$ cat config.mk
export PLATFORM = sky130hd
export DESIGN_NAME = ble_crc_tx_serializer_flat
export DESIGN_NICKNAME = d
export VERILOG_FILES = /design/src/rtl/ble_crc_tx_serializer_if.sv /design/src/rtl/ble_crc_tx_serializer.sv /design/src/flat_wrapper.sv
export SDC_FILE = /design/constraint.sdc
export NUM_CORES = 1
export LEC_CHECK = 0
export BUFFER_PORTS_ARGS = -buffer_cell sky130_fd_sc_hd__buf_2
export CORE_ASPECT_RATIO = 0.7
export CORE_MARGIN = 2
export CORE_UTILIZATION = 40
export DETAILED_ROUTE_END_ITERATION = 8
export PLACE_DENSITY = 0.67
export SETUP_SLACK_MARGIN = 0.02
export SYNTH_ARGS = -nofsm -noshare
export SYNTH_HDL_FRONTEND = slang
export SYNTH_SLANG_ARGS = --single-unit
$ cat constraint.sdc
create_clock -name clk_i -period 1.4 [get_ports clk_i]
set_input_delay 0.28 -clock clk_i [delete_from_list [all_inputs] [get_ports clk_i]]
set_output_delay 0.28 -clock clk_i [all_outputs]
set_load 0.005 [all_outputs]
$ cat src/rtl/ble_crc_tx_serializer_if.sv
// Byte-in / bit-out handshake bundle for the BLE CRC transmit serializer.
// The slave modport is the serializer's view; the master modport is the driver/sink view.
interface ble_crc_tx_serializer_if;
   logic [7:0] byte_i;
   logic       byte_valid_i;
   logic       byte_last_i;
   logic       byte_ready_o;
   logic       bit_o;
   logic       bit_valid_o;
   logic       bit_ready_i;
   logic       is_crc_o;

   modport slave (
      input  byte_i, byte_valid_i, byte_last_i, bit_ready_i,
      output byte_ready_o, bit_o, bit_valid_o, is_crc_o
   );

   modport master (
      output byte_i, byte_valid_i, byte_last_i, bit_ready_i,
      input  byte_ready_o, bit_o, bit_valid_o, is_crc_o
   );
endinterface

$ cat src/rtl/ble_crc_tx_serializer.sv
// Serializes BLE PDU bytes LSB-first while running a CRC-24 Galois LFSR over
// the outgoing bits, then appends the 24 CRC bits MSB-first.
module ble_crc_tx_serializer #(
   parameter logic [63:0] POLYNOM  = 64'h100065B,
   parameter logic [23:0] CRC_INIT = 24'h555555
) (
   input  logic                          clk_i,
   input  logic                          rst_i,
   input  logic                          start_i,
   input  logic                          init_sel_i,
   input  logic [23:0]                   init_i,
   ble_crc_tx_serializer_if.slave        bus,
   output logic                          busy_o,
   output logic                          done_o,
   output logic [23:0]                   crc_o
);

   typedef enum logic [1:0] {
      IDLE,
      WAIT_BYTE,
      DATA,
      CRC
   } state_t;

   // The x^24 term is implicit in the shift-out, so only bits 23..0 act as taps.
   localparam logic [23:0] TAPS = POLYNOM[23:0];

   state_t      r_state;
   logic [23:0] r_crc;
   logic [7:0]  r_shift;
   logic [4:0]  r_bitCount;
   logic        r_last;
   logic        r_byteReady;
   logic        r_bitValid;
   logic        r_isCrc;
   logic        r_busy;
   logic        r_done;

   logic        w_feedback;
   logic [23:0] w_crcNext;

   assign w_feedback = r_crc[23] ^ r_shift[0];
   assign w_crcNext  = {r_crc[22:0], 1'b0} ^ (TAPS & {24{w_feedback}});

   always_ff @(posedge clk_i) begin
      if (rst_i) begin
         r_state     <= IDLE;
         r_crc       <= '0;
         r_shift     <= '0;
         r_bitCount  <= '0;
         r_last      <= 1'b0;
         r_byteReady <= 1'b0;
         r_bitValid  <= 1'b0;
         r_isCrc     <= 1'b0;
         r_busy      <= 1'b0;
         r_done      <= 1'b0;
      end else begin
         r_done <= 1'b0;
         case (r_state)
            IDLE: begin
               if (start_i) begin
                  r_crc       <= init_sel_i ? init_i : CRC_INIT;
                  r_state     <= WAIT_BYTE;
                  r_byteReady <= 1'b1;
                  r_busy      <= 1'b1;
               end
            end
            WAIT_BYTE: begin
               if (bus.byte_valid_i) begin
                  r_shift     <= bus.byte_i;
                  r_last      <= bus.byte_last_i;
                  r_bitCount  <= '0;
                  r_state     <= DATA;
                  r_byteReady <= 1'b0;
                  r_bitValid  <= 1'b1;
               end
            end
            DATA: begin
               if (bus.bit_ready_i) begin
                  r_crc      <= w_crcNext;
                  r_shift    <= {1'b0, r_shift[7:1]};
                  r_bitCount <= r_bitCount + 5'd1;
                  if (r_bitCount == 5'd7) begin
                     r_bitCount <= '0;
                     if (r_last) begin
                        r_state <= CRC;
                        r_isCrc <= 1'b1;
                     end else begin
                        r_state     <= WAIT_BYTE;
                        r_bitValid  <= 1'b0;
                        r_byteReady <= 1'b1;
                     end
                  end
               end
            end
            CRC: begin
               // The CRC field is emitted by plain shifting; feedback is off here.
               if (bus.bit_ready_i) begin
                  r_crc      <= {r_crc[22:0], 1'b0};
                  r_bitCount <= r_bitCount + 5'd1;
                  if (r_bitCount == 5'd23) begin
                     r_bitCount <= '0;
                     r_state    <= IDLE;
                     r_bitValid <= 1'b0;
                     r_isCrc    <= 1'b0;
                     r_busy     <= 1'b0;
                     r_done     <= 1'b1;
                  end
               end
            end
            default: r_state <= IDLE;
         endcase
      end
   end

   assign bus.byte_ready_o = r_byteReady;
   assign bus.bit_valid_o  = r_bitValid;
   assign bus.is_crc_o     = r_isCrc;
   assign bus.bit_o        = r_bitValid & (r_isCrc ? r_crc[23] : r_shift[0]);
   assign busy_o           = r_busy;
   assign done_o           = r_done;
   assign crc_o            = r_crc;

endmodule

$ cat src/flat_wrapper.sv
// flat-port wrapper written by rule: the top's interface ports become plain ports
module ble_crc_tx_serializer_flat 
#(
   parameter logic [63:0] POLYNOM  = 64'h100065B,
   parameter logic [23:0] CRC_INIT = 24'h555555
)
  (clk_i, rst_i, start_i, init_sel_i, init_i, busy_o, done_o, crc_o, bus_byte_i, bus_byte_valid_i, bus_byte_last_i, bus_bit_ready_i, bus_byte_ready_o, bus_bit_o, bus_bit_valid_o, bus_is_crc_o);
  ble_crc_tx_serializer_if bus_i ();
  input  logic clk_i;
  input  logic rst_i;
  input  logic start_i;
  input  logic init_sel_i;
  input  logic [23:0] init_i;
  output logic busy_o;
  output logic done_o;
  output logic [23:0] crc_o;
  input wire logic [$bits(bus_i.byte_i)-1:0] bus_byte_i;
  input wire logic [$bits(bus_i.byte_valid_i)-1:0] bus_byte_valid_i;
  input wire logic [$bits(bus_i.byte_last_i)-1:0] bus_byte_last_i;
  input wire logic [$bits(bus_i.bit_ready_i)-1:0] bus_bit_ready_i;
  output wire logic [$bits(bus_i.byte_ready_o)-1:0] bus_byte_ready_o;
  output wire logic [$bits(bus_i.bit_o)-1:0] bus_bit_o;
  output wire logic [$bits(bus_i.bit_valid_o)-1:0] bus_bit_valid_o;
  output wire logic [$bits(bus_i.is_crc_o)-1:0] bus_is_crc_o;
  assign bus_i.byte_i = bus_byte_i;
  assign bus_i.byte_valid_i = bus_byte_valid_i;
  assign bus_i.byte_last_i = bus_byte_last_i;
  assign bus_i.bit_ready_i = bus_bit_ready_i;
  assign bus_byte_ready_o = bus_i.byte_ready_o;
  assign bus_bit_o = bus_i.bit_o;
  assign bus_bit_valid_o = bus_i.bit_valid_o;
  assign bus_is_crc_o = bus_i.is_crc_o;
  ble_crc_tx_serializer #(.POLYNOM(POLYNOM), .CRC_INIT(CRC_INIT)) u_core (.clk_i(clk_i), .rst_i(rst_i), .start_i(start_i), .init_sel_i(init_sel_i), .init_i(init_i), .bus(bus_i), .busy_o(busy_o), .done_o(done_o), .crc_o(crc_o));
endmodule
# Word-level counts from Yosys, hierarchy flattened

Index checks and enable logic that the tools add are counted.

Logic and storage cells: 88
Output and inout port bits: 30
Bits in registers: 45
Input bits: 39

Bitwise logic cells: 5
$add $sub $neg: 1
Reduce and logical (&&, ||, !) cells: 17
Eq/ne operators: 13
Muxes and demuxes: 42

Operator list:

| operator                                                                | count |
|---|---|
| 24-bit two-way mux                                                      | 4 |
| 24-bit one-hot mux with 3 select lines                                  | 1 |
| 5-bit two-way mux                                                       | 5 |
| 24-bit by 11-bit bitwise XOR with 24-bit output                         | 1 |
| 6-bit AND reduction                                                     | 3 |
| 1-bit two-way mux                                                       | 16 |
| 8-bit two-way mux                                                       | 2 |
| 8-bit one-hot mux with 2 select lines                                   | 1 |
| 5-bit one-hot mux with 3 select lines                                   | 1 |
| 2-bit two-way mux                                                       | 7 |
| 4-bit AND reduction                                                     | 3 |
| 2-bit inequality test, second input constant                            | 5 |
| 3-bit nonzero test                                                      | 3 |
| 2-bit one-hot mux with 4 select lines                                   | 1 |
| 7-bit AND reduction                                                     | 1 |
| 2-bit by 1-bit inequality test with 1-bit output, second input constant | 3 |
| 1-bit one-hot mux with 3 select lines                                   | 2 |
| 2-bit nonzero test                                                      | 3 |
| 5-bit by 1-bit adder with 5-bit output, second input constant           | 1 |
| 5-bit by 3-bit equality test with 1-bit output, second input constant   | 1 |
| 5-bit equality test, second input constant                              | 1 |
| 2-bit equality test, second input constant                              | 2 |
| 1-bit one-hot mux with 2 select lines                                   | 2 |
| 3-bit AND reduction                                                     | 1 |
| 7 further kinds                                                         | 8 |

# Logic depth before layout (Yosys ltp)

Gate-level depths: netlist of the first run.

Word-level depth: 4
Depth in mapped cells: 6

# Least setup slack after synthesis of the first run

OpenSTA, ideal clock, no wires.

Kind: register -> register
Start point: reg u_core.r_bitCount[0]
End point: reg u_core.r_bitValid, in the netlist u_core.bus.bit_valid_o
Setup slack: -0.099 ns
Buffers on the path: 1
Stages on the path, launching flop included: 7
Library setup time: 0.132 ns
Clock period less this slack: 1.499 ns
Data arrival time: 1.368 ns
Cell sequence: dfxtp_1 > ha_1 > nand2_1 > or3_1 > buf_2 > a221oi_1 > nor3_1

Word-level cells in the longest chain between the ends: 3
Elaborated cells on any way between the ends: 5
Those cells by class: eq/ne (4); reduce/logical (1)

RTL lines:

| item                                                                                  | line                                                      | RTL |
|---|---|---|
| from (decl)                                                                           | ble_crc_tx_serializer.sv:31                               | `logic [4:0] r_bitCount;` |
| from (signal assigned)                                                                | ble_crc_tx_serializer.sv:82                               | `r_bitCount <= r_bitCount + 5'd1;` |
| from (signal assigned)                                                                | ble_crc_tx_serializer.sv:100                              | `r_bitCount <= r_bitCount + 5'd1;` |
| 5-bit equality test or 5-bit by 3-bit equality test with 1-bit output (tied branches) | ble_crc_tx_serializer.sv:101, ble_crc_tx_serializer.sv:83 |  |
| 2-bit by 1-bit inequality test with 1-bit output (no source line)                     | -                                                         |  |
| 7-bit AND reduction (no source line) *                                                | -                                                         |  |
| to (signal assigned)                                                                  | ble_crc_tx_serializer.sv:75                               | `r_bitValid <= 1'b1;` |
| to (signal assigned)                                                                  | ble_crc_tx_serializer.sv:90                               | `r_bitValid <= 1'b0;` |
| to (signal assigned)                                                                  | ble_crc_tx_serializer.sv:104                              | `r_bitValid <= 1'b0;` |
| to (decl)                                                                             | ble_crc_tx_serializer.sv:34                               | `logic r_bitValid;` |

Every way passes the cells marked *; elsewhere a longest branch is shown, timed or not.
A chain may end at the register's enable or synchronous reset.

# Worst setup path in the final report of the first run

Start point: reg u_core.r_crc[23], in the netlist u_core.crc_o[23]
End point: out bus_bit_o

Word-level cells in the longest chain between the ends: 2

RTL lines:

| item                   | line                         | RTL |
|---|---|---|
| from (decl)            | ble_crc_tx_serializer.sv:29  | `logic [23:0] r_crc;` |
| from (signal assigned) | ble_crc_tx_serializer.sv:62  | `r_crc <= init_sel_i ? init_i : CRC_INIT;` |
| from (signal assigned) | ble_crc_tx_serializer.sv:80  | `r_crc <= w_crcNext;` |
| from (signal assigned) | ble_crc_tx_serializer.sv:99  | `r_crc <= {r_crc[22:0], 1'b0};` |
| 1-bit two-way mux      | ble_crc_tx_serializer.sv:119 | `assign bus.bit_o = r_bitValid & (r_isCrc ? r_crc[23] : r_shift[0]);` |
| 1-bit AND              | ble_crc_tx_serializer.sv:119 |  |
| to (decl)              | flat_wrapper.sv:22           | `output wire logic [$bits(bus_i.bit_o)-1:0] bus_bit_o;` |

No other way between the ends.

==> metrics.cfg, run 1 <==
[final_layout]
nNetsFinal = 390
final_cell_mix = buf_2, dfxtp_1, buf_4
area_growth_pct = 47.99
final_cells = 423
drive_above_1_share_pct = 47.86
stdcell_area_um2 = 3276
num_antenna_cells = 0
final_common_cell = buf_2

[timing]
hold_viol_final = 0
skew_ps = 6.510
worst_slew_pin_slew_ps = 458.2
clock.fmax_ghz = 0.7190
rsz0062_at_grt = yes
setup_viol = 0
slew_violations = 0
timing.final.crit_share_pct = 99.34
period_minus_slack_ps = 1391
maxSlewHeadroom_pct = 69.45
fin_ws_ps = 9.266

[pwr]
p_seq_share_pct = 43.2
switchingPower_mw = 1.080
vdd_drop_max_uv = 571.4
swShare_pct = 30.37
internal_power_mw = 2.475
comb_power_share_pct = 27.3
power_frac_clock_pct = 29.5
p_leak_nw = 1.375
powerDensity_nw_per_um2 = 1085

[global_route]
antenna_found_initial = 0
gr-total-overflow = 0
grt_pass1_wl_um = 10230
grt_pass1_vias = 2061
grt_max_degree = 28
grtUsageTotal_pct = 20.87

[worst_hold_path]
min_from = bus_byte_last_i
hold_end = u_core.r_last
whs_path_depth = 3
holdCritPathClass = in -> reg

[clocking]
cts_sinks = 45
numCtsBuffers = 5
cts_hold_buf = 0
cts_tree = built
htree_levels = 2
cts_buffer_depth = 2
clk_latency_ps = 300
clk_pin_slew_worst_paths_ps = 90
cts_root_buffer = clkbuf_8

[critical_path]
startpoint_type = flop
timing.rr.start = u_core.r_state[1]
reg2reg_to = u_core.crc_o[9]
crit_slowest_cell = dfxtp_4
worst_setup_path_end_kind = primary output
path_class = reg -> out
r2r_slack_ps = 20
cp_max_fo = 3
reg2regPathDepth = 4
cp_data_arrival_time_ps = 1110
critPathMaxStageDelay_ps = 390
cp.required_ps = 1120
path_cells = buf_6 -> mux2i_1 -> nor2b_1 -> buf_2

[floorplanning]
rows = 22
ioPinCount = 69
die_width_um = 92.91
dieArea_um2 = 6154
start_util_pct = 41.88
core_um2 = 5285
dieHeight_um = 66.24

[synthesis]
synthMuxAreaShare_pct = 4.579
synth.avg_cell_area_um2 = 8.680
yosysSeqAreaShare_pct = 40.70
synth_compound_area_share_pct = 26.29
syn_area_um2 = 2213
synth.distinct_cells = 47
synth_fp_nets = 295
synthAdderAreaFrac_pct = 0.5653
synthSimpleGateAreaFrac_pct = 20.07
ys_warn_count = 0
synth_edf_count = 0
ys_ff_latch = 45
synth-xor-area-share_pct = 0.7914
async_reset_ff_share_pct = 0
synth_flop_cell = dfxtp_1
synthCells = 255
synth_top_family_by_area = compound AO/OA/AOI/OAI gates

[placed_design]
post_dp_cell_area_um2 = 2850
gp_congestion = 0.8470
numPortBuffers = 68
dp.cells = 409
hpwl_um = 4542
dp_slack_ps = -129.7

[route]
drcViolationCount = 0
num_vias = 2324
postRouteAntennaNets = 0
avgRoutedWirePerCell_um = 15.72
dr.pass1.iters = 4
drtIter0Drc = 147
routed_wl_um = 6651
via_per_inst = 5.494

[run]
drv_cap = 0

[run_status]
status = completed

## synthesized netlist by cell type, types with 2 or more instances
master    number  share of area (%)
a221oi_1       9                3.6
or4_1          3                1.0
nand3_1        6                1.4
o211ai_1       5                1.7
nor2b_1        4                1.1
buf_2         10                2.3
nand3b_1       7                2.4
clkbuf_1       8                1.4
a211oi_1      10                3.4
nor3_1        11                2.5
nor2_1        29                4.9
mux2i_1        9                4.1
a21oi_1       21                4.7
nand2_1       18                3.1
o32ai_1        3                1.2
o21ai_0        9                2.0
a311oi_1       4                1.6
o41ai_1        3                1.2
a22oi_1        2               0.68
dfxtp_1       45                 41
o221ai_1       8                3.2
buf_4          3                1.0
buf_6          4                2.0
## critical path, delay by kind of cell (launching register included)
family,cells,cell delay (ps)
flip-flops,1,390
AND/OR/NAND/NOR,1,50
multiplexers,1,120
buffers and inverters,2,250
## power by group through the flow
stage,clock [mW],sequential (mW),combinational (mW)
after global placement,0,1.53,0.796
after floorplan,0,1.52,0.466
final,1.05,1.54,0.972
after global routing,1.12,1.55,1.06
after CTS,1.07,1.51,0.845
after detailed placement,0,1.54,0.809
## final cells by class
type	count	area, um^2
sequential	45	918.4
inverter	2	12.51
clock buffer	6	82.58
clock inverter	2	37.54
multi-input combinational	185	1385
tap	72	90.09
fill	496	2009
timing repair buffer	111	749.5
## worst max path at each step
stage	cells past startpoint	endpoint	startpoint
floorplan	6	u_core.bus.bit_valid_o	u_core.r_bitCount[1]
global placement	5	u_core.bus.byte_ready_o	u_core.r_state[1]
detailed placement	4	u_core.crc_o[9]	u_core.r_state[1]
CTS	3	u_core.crc_o[9]	u_core.r_state[0]
global route	4	bus_bit_o	u_core.crc_o[23]
finish	4	bus_bit_o	u_core.crc_o[23]
## per-stage QoR
step	hold slack, ps	power [mW]	utilization [%]	setup TNS (ps)
2_1_floorplan	416.0	1.989	-	-32.06
4_1_cts	202.5	3.430	57.72	-25.10
3_5_place_dp	448.5	2.345	53.93	-2048
6_report	207.3	3.555	61.98	0
3_3_place_gp	445.8	2.328	53.93	-376.5
5_1_grt	228.2	3.728	61.98	-252.9
## routing by layer
layer	wire, um	part of all wire, %	up-vias	track usage (%)
met2	3009	45	59	30.34
met4	0	0	0	3.860
li1	-	-	1154	-
met3	395	5.9	0	4.447
met5	0	0	-	0
met1	3247	49	1111	31.62
## repair_timing
| item | 4_1_cts | 5_1_grt |
|---|---|---|
| cloned | 1 | 1 |
| pin swaps | 7 | 13 |
| resized for setup | 16 | 44 |
| setup buffers | 1 | 5 |
| setup endpoints to repair | 42 | 37 |
## state kept, by name, summed over array words and instances (netlist names)
| name | cells |
|---|---|
| u_core.r_last | 1 |
| u_core.r_shift | 8 |
| u_core.crc_o | 24 |
| u_core.r_bitCount | 5 |
| u_core.bus.is_crc_o | 1 |
| u_core.bus.byte_ready_o | 1 |
| u_core.done_o | 1 |
| u_core.busy_o | 1 |
| u_core.r_state | 2 |
| u_core.bus.bit_valid_o | 1 |
## cells by family after synthesis
group,count (synthesis)
AO/OA/AOI/OAI,81
XOR/XNOR,2
adder cells (fa/ha/maj),1
buffers and inverters,27
flip-flops,45
multiplexers,10
AND/OR/NAND/NOR,89
Note: power is estimated with default switching activity, not from simulation.
==> run 2, diff against run 1 <==
--- a/config.mk
+++ b/config.mk
@@ -11,7 +11,6 @@
 export CORE_UTILIZATION = 40
 export DETAILED_ROUTE_END_ITERATION = 8
 export PLACE_DENSITY = 0.67
-export SETUP_SLACK_MARGIN = 0.02
 export SYNTH_ARGS = -nofsm -noshare
 export SYNTH_HDL_FRONTEND = slang
 export SYNTH_SLANG_ARGS = --single-unit
==> metrics.cfg, run 2 (same netlist as run 1, synthesis figures left out) <==
[global_route]
busiest_layer = met1
gr-total-overflow = 0
grt_use_met2_pct = 30.53
grtUsageTotal_pct = 21.00
grt_pass1_vias = 2064
antenna_found_initial = 0
grtUsageMet1_pct = 31.35
grt_pass1_wl_um = 10100
use_met3_pct = 4.675
grt_max_degree = 28

[floorplanning]
die_width_um = 92.91
core_um2 = 5285
dieArea_um2 = 6154
dieHeight_um = 66.24
start_util_pct = 41.88
rows = 22
ioPinCount = 69

[critical_path]
crit_slowest_cell = or3_4
path_buf_inv = 0
cp_data_arrival_time_ps = 1610
path_class = reg -> reg
crit_family = simple AND/OR/NAND/NOR gates
path_cells = ha_4 -> nand2_2 -> or3_4 -> o21ai_0 -> a21oi_1
worst_setup_path_end_kind = flop
critPathMaxStageDelay_ps = 440
r2r_slack_ps = -50
cp.required_ps = 1570
cp_max_fo = 8
startpoint_type = flop

[pwr]
switchingPower_mw = 1.045
p_seq_share_pct = 43.2
comb_power_share_pct = 27.2
power_mw = 3.517
power_frac_clock_pct = 29.5
p_leak_nw = 1.361
powerDensity_nw_per_um2 = 1091
swShare_pct = 29.72
internal_power_mw = 2.471
vdd_drop_max_uv = 617.4

[placed_design]
hpwl_um = 4448
numPortBuffers = 68
dp_slack_ps = -127.2
post_dp_cell_area_um2 = 2855
dp.cells = 408
gp_congestion = 0.8455

[worst_hold_path]
holdCritPathClass = in -> reg

[run_status]
status = complete, but fails checks
violations = negative setup slack

[route]
postRouteAntennaNets = 0
via_per_inst = 5.492
routed_wl_um = 6552
dr.pass1.iters = 5
drtIter0Drc = 138
num_vias = 2312
drcViolationCount = 0
avgRoutedWirePerCell_um = 15.56

[final_layout]
postLayoutCoreUtil_pct = 60.98
final_common_cell = buf_2
nNetsFinal = 388
drive_above_1_share_pct = 44.70
stdcell_area_um2 = 3223
final_cells = 421
final_cell_mix = buf_2, dfxtp_1, nor2_1, buf_4, a21oi_1
fill_cells = 469
num_antenna_cells = 0
area_growth_pct = 45.62
largest_register_ffs = 24

[timing]
skew_ps = 6.522
clock.fmax_ghz = 0.6909
worst_slew_pin_slew_ps = 491.9
slew_violations = 0
timing.final.crit_share_pct = 103.4
setup_viol = 2
period_minus_slack_ps = 1447
hold_viol_final = 0
rsz0062_at_grt = yes
maxSlewHeadroom_pct = 67.21
fin_ws_ps = -47.38

[clocking]
cts_tree = built
cts_sinks = 45
cts_buffer_depth = 2
cts_root_buffer = clkbuf_8
numCtsBuffers = 5
htree_levels = 2
clk_pin_slew_worst_paths_ps = 80
clk_latency_ps = 300
cts_hold_buf = 0

[run]
drv_cap = 0

## run 2: worst min-delay path, cell delays in order
cell     delay (ps)
buf_2           100
nand2_1          50
a21oi_1          50
## run 2: final timing paths
path | from | to | depth (start not counted)
hold reg to reg | u_core.bus.byte_ready_o | u_core.bus.byte_ready_o | 2
setup reg to reg | u_core.r_bitCount[1] | u_core.busy_o | 5
hold / removal | bus_byte_last_i | u_core.r_last | 3
setup / recovery | u_core.r_bitCount[1] | u_core.busy_o | 5
## run 2: power groups by stage
stage | combinational [mW] | sequential, mW | clock (mW)
2_1_floorplan | 0.466 | 1.52 | 0
3_3_place_gp | 0.804 | 1.53 | 0
3_5_place_dp | 0.813 | 1.53 | 0
4_1_cts | 0.858 | 1.51 | 1.06
5_1_grt | 1.05 | 1.54 | 1.12
6_report | 0.958 | 1.52 | 1.04
## run 2: through the flow
| stage | TNS [ps] | hold WS (ps) |
|---|---|---|
| finish | -84.82 | 220.7 |
| floorplan | -32.15 | 416.0 |
| global placement | -909.9 | 449.1 |
| detailed placement | -1469 | 451.7 |
| CTS | -4.015 | 213.6 |
| global route | -458.3 | 219.1 |
## run 2: area by class of cell
class | count | area, um^2 | area share (%)
Clock buffer | 6 | 82.58 | 2.562
Sequential cell | 45 | 918.4 | 28.49
Tap cell | 72 | 90.09 | 2.795
Inverter | 2 | 10.01 | 0.3106
Clock inverter | 2 | 37.54 | 1.165
Multi-Input combinational cell | 184 | 1328 | 41.19
Timing Repair Buffer | 110 | 757.0 | 23.49
## run 2: repair_timing
| item | in CTS | in global routing |
|---|---|---|
| pin swaps | 3 | 8 |
| setup buffers | 2 | 2 |
| endpoints found under the setup margin | 38 | 33 |
| gates resized for setup | 14 | 33 |
| gates cloned | 0 | 2 |
## run 2: layer usage
layer	routed length, um	up-vias
li1	-	1151
met1	3263	1086
met2	2844	69
met3	396	6
met4	48	0
met5	0	-
